<file path="src/rtl/ex_muldiv_if.sv">
// ex_muldiv_if: request/result bundle between the EX stage and the iterative
// multiply/divide unit.
//   master : pipeline side, drives start/op/operands/cancel, sees results.
//   slave  : the ex_muldiv unit.
// Signals:
//   start_i   request a new operation (sampled only while the unit is idle)
//   op_i      [1]=divide, [0]=signed
//   opa_i     multiplicand / dividend
//   opb_i     multiplier / divisor
//   cancel_i  flush, aborts any in-flight operation
//   stall_o   stall request toward the pipeline
//   busy_o    unit not idle
//   done_o    one-cycle result-valid pulse
//   hi_o      product high half / remainder (0 unless done_o)
//   lo_o      product low half / quotient (0 unless done_o)
//   whilo_o   HI/LO write strobe (equals done_o)
//   divzero_o divide-by-zero flag (qualified by done_o)
interface ex_muldiv_if #(
  parameter int WIDTH = 32
);
  logic             start_i;
  logic [1:0]       op_i;
  logic [WIDTH-1:0] opa_i;
  logic [WIDTH-1:0] opb_i;
  logic             cancel_i;
  logic             stall_o;
  logic             busy_o;
  logic             done_o;
  logic [WIDTH-1:0] hi_o;
  logic [WIDTH-1:0] lo_o;
  logic             whilo_o;
  logic             divzero_o;

  modport master (
    output start_i, op_i, opa_i, opb_i, cancel_i,
    input  stall_o, busy_o, done_o, hi_o, lo_o, whilo_o, divzero_o
  );

  modport slave (
    input  start_i, op_i, opa_i, opb_i, cancel_i,
    output stall_o, busy_o, done_o, hi_o, lo_o, whilo_o, divzero_o
  );
endinterface

</file>
<file path="src/rtl/ex_muldiv.sv">
// ex_muldiv: iterative signed/unsigned multiply and divide for the EX stage.
// Radix-2: one shift-add (multiply) or restoring-subtract (divide) step per
// cycle on operand magnitudes, followed by a sign-fix cycle. Results are
// presented for one cycle in DONE and are zero otherwise so they can be
// OR-merged with the other EX results.
//
// Ports:
//   clk  clock, rising edge
//   rst  asynchronous active-low reset
//   bus  ex_muldiv_if.slave (start/op/operands/cancel in; stall/busy/done,
//        hi/lo, whilo, divzero out)
//
// Build option:
//   MULDIV_FAST_MUL_EN  when defined, multiplies use a single-cycle
//                       WIDTH x WIDTH product (IDLE -> DONE); divide unchanged.
module ex_muldiv #(
  parameter int WIDTH = 32
) (
  input  logic       clk,
  input  logic       rst,
  ex_muldiv_if.slave bus
);
  localparam int CW = $clog2(WIDTH + 1);

  typedef enum logic [1:0] {IDLE, RUN, FIX, DONE} state_t;

  state_t             r_state, w_state_nxt;
  logic [CW-1:0]      r_cnt,   w_cnt_nxt;
  // Multiply: {product hi, product lo / remaining multiplier bits}.
  // Divide:   {remainder, quotient / remaining dividend bits}.
  logic [2*WIDTH-1:0] r_acc,   w_acc_nxt;
  // Multiplicand magnitude (multiply) or divisor magnitude (divide).
  logic [WIDTH-1:0]   r_opd,   w_opd_nxt;
  logic               r_div,   w_div_nxt;
  logic               r_sa,    w_sa_nxt;
  logic               r_sb,    w_sb_nxt;
  logic               r_dz,    w_dz_nxt;

  logic               w_start;
  logic               w_sa_in, w_sb_in;
  logic [WIDTH-1:0]   w_a_abs, w_b_abs;
  logic [WIDTH:0]     w_sum, w_trial;
  logic [WIDTH-1:0]   w_quo_fix, w_rem_fix;
  logic [2*WIDTH-1:0] w_prod_fix;
  logic               w_done;

  assign w_start = bus.start_i & ~bus.cancel_i;

  // Sign bits only count for signed ops, so unsigned ops pass through FIX
  // untouched.
  assign w_sa_in = bus.op_i[0] & bus.opa_i[WIDTH-1];
  assign w_sb_in = bus.op_i[0] & bus.opb_i[WIDTH-1];
  assign w_a_abs = w_sa_in ? -bus.opa_i : bus.opa_i;
  assign w_b_abs = w_sb_in ? -bus.opb_i : bus.opb_i;

  // Shift-add: carry out of the upper half lands in the MSB after the shift.
  assign w_sum   = {1'b0, r_acc[2*WIDTH-1:WIDTH]} + {1'b0, r_opd};
  // Trial subtract on {remainder, next dividend bit}; bit WIDTH set means
  // the divisor did not fit.
  assign w_trial = r_acc[2*WIDTH-1:WIDTH-1] - {1'b0, r_opd};

  assign w_quo_fix  = (r_sa ^ r_sb) ? -r_acc[WIDTH-1:0] : r_acc[WIDTH-1:0];
  assign w_rem_fix  = r_sa ? -r_acc[2*WIDTH-1:WIDTH] : r_acc[2*WIDTH-1:WIDTH];
  assign w_prod_fix = (r_sa ^ r_sb) ? -r_acc : r_acc;

`ifdef MULDIV_FAST_MUL_EN
  logic signed [WIDTH:0]     w_fa, w_fb;
  logic signed [2*WIDTH+1:0] w_fprod;
  assign w_fa    = {w_sa_in, bus.opa_i};
  assign w_fb    = {w_sb_in, bus.opb_i};
  assign w_fprod = w_fa * w_fb;
`endif

  always_comb begin
    w_state_nxt = r_state;
    w_cnt_nxt   = r_cnt;
    w_acc_nxt   = r_acc;
    w_opd_nxt   = r_opd;
    w_div_nxt   = r_div;
    w_sa_nxt    = r_sa;
    w_sb_nxt    = r_sb;
    w_dz_nxt    = r_dz;
    case (r_state)
      IDLE: begin
        if (w_start) begin
          w_div_nxt   = bus.op_i[1];
          w_sa_nxt    = w_sa_in;
          w_sb_nxt    = w_sb_in;
          w_dz_nxt    = 1'b0;
          w_cnt_nxt   = CW'(WIDTH);
          w_state_nxt = RUN;
          if (bus.op_i[1]) begin
            w_acc_nxt = {{WIDTH{1'b0}}, w_a_abs};
            w_opd_nxt = w_b_abs;
            if (bus.opb_i == '0) begin
              // Raw dividend goes to HI, no abs applied.
              w_acc_nxt   = {bus.opa_i, {WIDTH{1'b1}}};
              w_dz_nxt    = 1'b1;
              w_cnt_nxt   = '0;
              w_state_nxt = DONE;
            end
          end else begin
`ifdef MULDIV_FAST_MUL_EN
            w_acc_nxt   = w_fprod[2*WIDTH-1:0];
            w_cnt_nxt   = '0;
            w_state_nxt = DONE;
`else
            w_acc_nxt = {{WIDTH{1'b0}}, w_b_abs};
            w_opd_nxt = w_a_abs;
`endif
          end
        end
      end
      RUN: begin
        if (bus.cancel_i) begin
          w_state_nxt = IDLE;
        end else begin
          if (r_div) begin
            if (!w_trial[WIDTH])
              w_acc_nxt = {w_trial[WIDTH-1:0], r_acc[WIDTH-2:0], 1'b1};
            else
              w_acc_nxt = {r_acc[2*WIDTH-2:0], 1'b0};
          end else begin
            if (r_acc[0])
              w_acc_nxt = {w_sum, r_acc[WIDTH-1:1]};
            else
              w_acc_nxt = {1'b0, r_acc[2*WIDTH-1:1]};
          end
          w_cnt_nxt = r_cnt - CW'(1);
          if (r_cnt == CW'(1))
            w_state_nxt = FIX;
        end
      end
      FIX: begin
        if (bus.cancel_i) begin
          w_state_nxt = IDLE;
        end else begin
          w_acc_nxt   = r_div ? {w_rem_fix, w_quo_fix} : w_prod_fix;
          w_state_nxt = DONE;
        end
      end
      DONE:    w_state_nxt = IDLE;
      default: w_state_nxt = IDLE;
    endcase
  end

  always_ff @(posedge clk or negedge rst) begin
    if (!rst) begin
      r_state <= IDLE;
      r_cnt   <= '0;
      r_acc   <= '0;
      r_opd   <= '0;
      r_div   <= 1'b0;
      r_sa    <= 1'b0;
      r_sb    <= 1'b0;
      r_dz    <= 1'b0;
    end else begin
      r_state <= w_state_nxt;
      r_cnt   <= w_cnt_nxt;
      r_acc   <= w_acc_nxt;
      r_opd   <= w_opd_nxt;
      r_div   <= w_div_nxt;
      r_sa    <= w_sa_nxt;
      r_sb    <= w_sb_nxt;
      r_dz    <= w_dz_nxt;
    end
  end

  assign w_done        = (r_state == DONE);
  assign bus.done_o    = w_done;
  assign bus.whilo_o   = w_done;
  assign bus.divzero_o = w_done & r_dz;
  assign bus.hi_o      = w_done ? r_acc[2*WIDTH-1:WIDTH] : '0;
  assign bus.lo_o      = w_done ? r_acc[WIDTH-1:0]       : '0;
  assign bus.busy_o    = (r_state != IDLE);
  // Low in DONE so the instruction retires with its result.
  assign bus.stall_o   = ((r_state == IDLE) & w_start) | (r_state == RUN) | (r_state == FIX);

endmodule
</file>
<file path="src/flat_wrapper.sv">
// flat-port wrapper written by rule: the top's interface ports become plain ports
module ex_muldiv_flat 
#(
  parameter int WIDTH = 32
)
  (clk, rst, bus_start_i, bus_op_i, bus_opa_i, bus_opb_i, bus_cancel_i, bus_stall_o, bus_busy_o, bus_done_o, bus_hi_o, bus_lo_o, bus_whilo_o, bus_divzero_o);
  ex_muldiv_if #(.WIDTH(WIDTH)) bus_i ();
  input  logic clk;
  input  logic rst;
  input wire logic [$bits(bus_i.start_i)-1:0] bus_start_i;
  input wire logic [$bits(bus_i.op_i)-1:0] bus_op_i;
  input wire logic [$bits(bus_i.opa_i)-1:0] bus_opa_i;
  input wire logic [$bits(bus_i.opb_i)-1:0] bus_opb_i;
  input wire logic [$bits(bus_i.cancel_i)-1:0] bus_cancel_i;
  output wire logic [$bits(bus_i.stall_o)-1:0] bus_stall_o;
  output wire logic [$bits(bus_i.busy_o)-1:0] bus_busy_o;
  output wire logic [$bits(bus_i.done_o)-1:0] bus_done_o;
  output wire logic [$bits(bus_i.hi_o)-1:0] bus_hi_o;
  output wire logic [$bits(bus_i.lo_o)-1:0] bus_lo_o;
  output wire logic [$bits(bus_i.whilo_o)-1:0] bus_whilo_o;
  output wire logic [$bits(bus_i.divzero_o)-1:0] bus_divzero_o;
  assign bus_i.start_i = bus_start_i;
  assign bus_i.op_i = bus_op_i;
  assign bus_i.opa_i = bus_opa_i;
  assign bus_i.opb_i = bus_opb_i;
  assign bus_i.cancel_i = bus_cancel_i;
  assign bus_stall_o = bus_i.stall_o;
  assign bus_busy_o = bus_i.busy_o;
  assign bus_done_o = bus_i.done_o;
  assign bus_hi_o = bus_i.hi_o;
  assign bus_lo_o = bus_i.lo_o;
  assign bus_whilo_o = bus_i.whilo_o;
  assign bus_divzero_o = bus_i.divzero_o;
  ex_muldiv #(.WIDTH(WIDTH)) u_core (.clk(clk), .rst(rst), .bus(bus_i));
endmodule
</file>
<file path="config.mk">
export PLATFORM = sky130hd
export DESIGN_NAME = ex_muldiv_flat
export DESIGN_NICKNAME = d
export VERILOG_FILES = /design/src/rtl/ex_muldiv_if.sv /design/src/rtl/ex_muldiv.sv /design/src/flat_wrapper.sv
export SDC_FILE = /design/constraint.sdc
export NUM_CORES = 1
export LEC_CHECK = 0
export ABC_CLOCK_PERIOD_IN_PS = 10200
export CAP_MARGIN = 20
export CORE_MARGIN = 3
export CORE_UTILIZATION = 50
export DETAILED_ROUTE_END_ITERATION = 6
export PLACE_DENSITY = 0.72
export SYNTH_ARGS = -nofsm -noshare
export SYNTH_HDL_FRONTEND = slang
export SYNTH_SLANG_ARGS = --single-unit
</file>
<file path="constraint.sdc">
create_clock -name clk -period 10.2 [get_ports clk]
set_input_delay 1.53 -clock clk [delete_from_list [all_inputs] [get_ports clk]]
set_output_delay 1.53 -clock clk [all_outputs]
set_load 0.1 [all_outputs]
</file>
### Word level (Yosys, flattened, before mapping)

Index checks and enable logic that the tools add are counted.
W data, S select, Z words.

* equal/unequal tests: 11
* add/subtract/negate cells: 8
* multiplexer cells: 32
* reductions and logical operators: 10
* bitwise operators: 9

Operator list (number)
* $mux W64: 10
* $mux W32: 7
* $pmux W64 S3: 1
* $neg A32 Y32: 4
* $neg A64 Y64: 1
* $add A32 B32 Y33: 1
* $sub A33 B32 Y33: 1
* $logic_not A32 Y1: 1
* $mux W6: 4
* $mux W2: 6
* $pmux W6 S2: 1
* $pmux W2 S4: 1
* $eq A6 B1 Y1 const B: 1
* $reduce_and A6 Y1: 1
* $sub A6 B1 Y6 const B: 1
* $and A1 B1 Y1: 5
* $reduce_and A5 Y1: 1
* $eq A2 B2 Y1 const B: 2
* $ne A2 B1 Y1 const B: 2
* $ne A2 B2 Y1 const B: 2
* $reduce_and A2 Y1: 2
* $reduce_bool A2 Y1: 2
* $ne A3 B1 Y1 const B: 1
* $ne A3 B2 Y1 const B: 1
* other kinds (9): 11

* output and inout bits: 69
* register bits: 108
* word-level logic and storage cells: 79

### Longest topological paths before layout

* depth after elaboration: 6
* depth in mapped cells: 14
* gate-level depth less buffers: 12

### Worst setup path after synthesis

No wires, ideal clock.

* path kind: input to output
* start: input bus_cancel_i
* end: output bus_stall_o
* buffers on the path: 2
* required time: 8.670 ns
* slack: 5.745 ns
* stages on the path: 5
* data arrival time: 2.925 ns
* cell sequence: inv_1 -> nand3_1 -> buf_1 -> clkbuf_1 -> nand2_1

* word-level cells in the longest chain between the ends: 5

RTL lines
* from (decl): line flat_wrapper.sv:14 `input wire logic [$bits(bus_i.cancel_i)-1:0] bus_cancel_i;`
* $not A1 Y1: line ex_muldiv.sv:47 `assign w_start = bus.start_i & ~bus.cancel_i;`
* $and A1 B1 Y1: line ex_muldiv.sv:47
* $and A1 B1 Y1: line ex_muldiv.sv:177 `assign bus.stall_o = ((r_state == IDLE) & w_start) | (r_state == RUN) | (r_state == FIX);`
* $or A1 B1 Y1 (2 in series): line ex_muldiv.sv:177
* to (decl): line flat_wrapper.sv:15 `output wire logic [$bits(bus_i.stall_o)-1:0] bus_stall_o;`

Every way passes these cells.

### Worst setup path in the final report

* start: input bus_opb_i[0]
* end: register u_core.r_acc[56]

* word-level cells in the longest chain between the ends: 5

RTL lines
* from (decl): line flat_wrapper.sv:13 `input wire logic [$bits(bus_i.opb_i)-1:0] bus_opb_i;`
* $logic_not A32 Y1: line ex_muldiv.sv:95 `if (bus.opb_i == '0) begin`
* $mux W64: line ex_muldiv.sv:95
* $mux W64: line ex_muldiv.sv:92 `if (bus.op_i[1]) begin`
* $mux W64: line ex_muldiv.sv:85 `if (w_start) begin`
* $pmux W64 S3: line ex_muldiv.sv:83 `case (r_state)`
* to (signal assigned): line ex_muldiv.sv:160 `r_acc <= w_acc_nxt;`
* to (decl): line ex_muldiv.sv:31 `logic [2*WIDTH-1:0] r_acc, w_acc_nxt;`

Every way passes these cells. The select of a mux whose other input is x is not followed.
A chain may end at the register's enable or synchronous reset.

==> results.py <==
metrics = {
    "setup_path": {
        "crit_path_top_delay_cell": "and2_1",
        "criticalPathCategory": "primary input to register",
        "cpMostUsedCell": "nor2_1",
        "cp-start-kind": "primary input",
        "max_stage_delay_ns": 0.90,
        "arrival_ns": 5.80,
        "crit_chain": "clkdlybuf4s50_1 -> inv_1 -> ha_1 -> nor3b_1 -> nand3_1 -> nor4_1 -> and2_1 -> nor2_1 -> nor2_1 -> o221ai_1 -> a21oi_1 -> a221o_1",
        "cp_max_fo": 19,
        "end_kind": "register",
        "critPathRequiredTime_ns": 10.50,
    },
    "timing": {
        "fmax_ghz": 0.1819,
        "worst_pin_slew_ns": 1.030,
        "slew_violations": 0,
        "rsz0062_at_grt": "false",
        "final.setup.tns_ns": 0,
        "fin_ws_ns": 4.702,
        "skew_ns": 0.01001,
        "hold_viol_final": 0,
        "period_share_pct": 53.90,
        "period_needed_ns": 5.498,
        "max-slew-margin-rel_pct": 29.39,
        "finalSetupViolCount": 0,
    },
    "logic_synthesis": {
        "yosysMostFrequentCell": "a21oi_1",
        "avgSynthCellArea_um2": 7.076,
        "synth-seq-cells": 108,
        "synthFlopType": "dfrtp_1",
        "synth_top_family_by_area": "compound AO/OA/AOI/OAI gates",
        "synth_adder_area_share_pct": 6.900,
        "synth-edff-count": 0,
        "synth_area_leaders": "dfrtp_1 (19%), a21oi_1 (7.3%), o21ai_0 (6.7%)",
        "synth_area_mm2": 0.01418,
        "yosysWarnings": 0,
        "ys_seq_area_share_pct": 19.06,
        "syn-instance-count": 2004,
        "synthTopCellsByCount": "a21oi_1 (208), nand2_1 (196), nor2_1 (193)",
        "async_reset_ff_share_pct": 100.0,
        "yosysTopAreaCell": "dfrtp_1",
        "synth.top_cell.area_share_pct": 19.06,
        "yosysUniqueCellTypes": 84,
        "synth_compound_gate_area_share_pct": 31.79,
        "synth-simple-area-share_pct": 24.93,
        "synth_xor_area_share_pct": 7.103,
        "synthMuxAreaShare_pct": 4.791,
        "syn_nets": 2151,
    },
    "power_and_ir_drop": {
        "ir_drop_mv": 0.2000,
        "p_switching_w": 0.003509,
        "seqPwrFrac_pct": 17.3,
        "power_leakage_nw": 6.705,
        "pwr_density_cell_mw_per_mm2": 369.7,
        "finalPower_w": 0.005939,
        "pwr-share-comb_pct": 75.9,
        "p_clk_share_pct": 6.8,
        "sw_frac_of_total_pct": 59.09,
        "p_int_w": 0.002430,
    },
    "cells_and_area": {
        "regArea_mm2": 0.002704,
        "multi_input_area_mm2": 0.01074,
        "areaGrowthSynthToFinish_pct": 13.28,
        "n_fill_cell": 2657,
        "final_cell_area_mm2": 0.01606,
        "drive_gt1_share_pct": 4.392,
        "final_nets": 2192,
    },
    "clock_network": {
        "h-tree-depth": 3,
        "cts.reportedPaths.clkPinSlew_ns": 0.08,
        "cts_resized": 0,
        "cts_root_buf": "clkbuf_16",
        "clock_sinks": 108,
        "cts_setup_buffers": 0,
        "worstSkewPairLatency_ns": 0.37,
        "cts_tree": "built",
        "numCtsBuffers": 9,
        "cts_hold_buf": 0,
        "clk_path_buf_depth": 2,
    },
    "route": {
        "vias": 15930,
        "drtAntennaViolNets": 0,
        "first_pass_iters": 6,
        "routedWlPerCell_um": 21.85,
        "drc_errors": 0,
        "avgViaCountPerCell": 6.563,
        "wl_um": 53050,
        "dr.first_iter.drc_count": 1746,
    },
    "die": {
        "fp.dieW_um": 174.4,
        "die_area_mm2": 0.03042,
        "row_count": 61,
        "start_util_pct": 50.90,
        "core-area_mm2": 0.02786,
        "pin_count": 139,
        "die_y_um": 174.4,
    },
    "flow_run": {
        "cap_viol_max_count": 0,
    },
    "place": {
        "port_buffers": 138,
        "detailed_place.area_mm2": 0.01572,
        "gp_congestion": 0.9474,
        "post-dp-hpwl_um": 38930,
        "preCtsSetupSlack_ns": 4.586,
    },
    "global_routing": {
        "grt_pass1_vias": 14620,
        "grt_max_degree": 102,
        "grt_pass1_wl_um": 82010,
        "grt_usage_pct": 33.60,
        "antenna_found_initial": 0,
        "grt_overflow": 0,
    },
    "run_status": {
        "status": "complete, no violations",
    },
    "min_path": {
        "hold_class": "register to register",
    },
}
[stage by stage]
stage / util [%] / hold WS (ns) / cells
2_1_floorplan: - / 0.4424 / 2004
3_3_place_gp: 56.42 / 0.5003 / 2411
3_5_place_dp: 56.42 / 0.5151 / 2411
4_1_cts: 57.55 / 0.5321 / 2426
5_1_grt: 57.65 / 0.5675 / 2427
6_report: 57.66 / 0.5320 / 2428
[power by group through the flow]
stage / sequential, W / combinational, W / clock [W]
3_3_place_gp: 0.00102 / 0.00432 / 0
5_1_grt: 0.00105 / 0.00489 / 0.000420
4_1_cts: 0.00101 / 0.00441 / 0.000402
3_5_place_dp: 0.00102 / 0.00439 / 0
6_report: 0.00103 / 0.00451 / 0.000402
2_1_floorplan: 0.000798 / 0.00341 / 0
[layout make-up]
cell class | count | area share [%]
timing repair buffer | 160 | 9.706
multi-input combinational | 1695 | 66.87
clock inverter | 4 | 0.4596
inverter | 71 | 1.659
antenna | 1 | 0.01558
sequential | 108 | 16.83
clock buffer | 11 | 1.511
tap | 378 | 2.944
[cells in the final DEF, fill, tap and decap left out, types with 7 or more instances in the layout]
| cell | Yosys | final |
|---|---|---|
| clkbuf_16 | 0 | 9 |
| o21ai_0 | 190 | 190 |
| a21o_1 | 55 | 55 |
| nor4_1 | 25 | 25 |
| nand4_1 | 7 | 7 |
| buf_4 | 2 | 22 |
| inv_1 | 68 | 68 |
| a22oi_1 | 31 | 31 |
| nor2b_1 | 12 | 12 |
| nand2_1 | 196 | 195 |
| o211ai_1 | 19 | 19 |
| nand3_1 | 37 | 36 |
| ha_1 | 75 | 72 |
| a31oi_1 | 10 | 10 |
| nand2b_1 | 21 | 21 |
| o22ai_1 | 11 | 11 |
| o21a_1 | 20 | 20 |
| o31ai_1 | 21 | 21 |
| clkdlybuf4s50_1 | 0 | 136 |
| a211oi_1 | 32 | 32 |
| o221ai_1 | 15 | 15 |
| and2_1 | 79 | 79 |
| nor2_1 | 193 | 193 |
| a21oi_1 | 208 | 205 |
| and3_1 | 12 | 12 |
| o21bai_1 | 9 | 9 |
| mux2i_1 | 51 | 51 |
| nor3_1 | 77 | 77 |
| or4_1 | 10 | 10 |
| o211a_1 | 9 | 9 |
| xnor2_1 | 64 | 64 |
| xor2_1 | 51 | 51 |
| mux2_2 | 15 | 15 |
| dfrtp_1 | 108 | 107 |
| or3_1 | 21 | 21 |
| o2111ai_1 | 8 | 8 |
[flip-flops by register name, indices dropped and copies added (netlist names)]
signal and flops:
u_core.r_opd 32, u_core.r_dz 1, u_core.r_sa 1, u_core.r_acc 64
u_core.r_div 1, u_core.r_state 2, u_core.r_sb 1, u_core.r_cnt 6
[metal layers]
layer  wire [um]  vias to the layer above  GRT usage, %  part of all wire (%)
met5           0                        -             0                     0
met4        3090                        0         16.96                   5.8
met3        4803                      162         5.854                   9.1
met2       22740                      863         51.54                    43
met1       22420                     7505         45.53                    42
li1            -                     7404             -                     -
[logic make-up after synthesis]
kind of cell | count (synthesis)
xor gates and xnor gates | 115
muxes | 66
DFF | 108
and+or+nand+nor | 722
buffers and inverters | 201
adders and majority gates | 77
AOI/OAI and AO/OA | 715
[path summary, 6_finish.rpt]
| kind | startpoint | end | slack, ns | cells past startpoint |
|---|---|---|---|---|
| worst max-delay path | bus_opb_i[0] | u_core.r_acc[56]$_DFFE_PN0P_ | 4.70 | 12 |
| min in group asynchronous | rst | u_core.r_cnt[3]$_DFFE_PN0P_ | 1.17 | 1 |
| worst min-delay path | u_core.r_sb$_DFFE_PN0P_ | u_core.r_sb$_DFFE_PN0P_ | 0.53 | 2 |
| max in group asynchronous | rst | u_core.r_div$_DFFE_PN0P_ | 7.62 | 2 |
| worst min register to register | u_core.r_sb$_DFFE_PN0P_ | u_core.r_sb$_DFFE_PN0P_ | 0.53 | 2 |
| worst max register to register | u_core.r_acc[31]$_DFFE_PN0P_ | u_core.r_acc[43]$_DFFE_PN0P_ | 5.32 | 13 |
[worst max-delay path, delay by kind of cell]
family	cells	cell delay, ns
AND/OR/NAND/NOR	6	2.96
adder cells (fa/ha/maj)	1	0.17
AO/OA/AOI/OAI	3	0.51
buffers and inverters	2	0.62
Note: power is estimated with default switching activity, not from simulation.
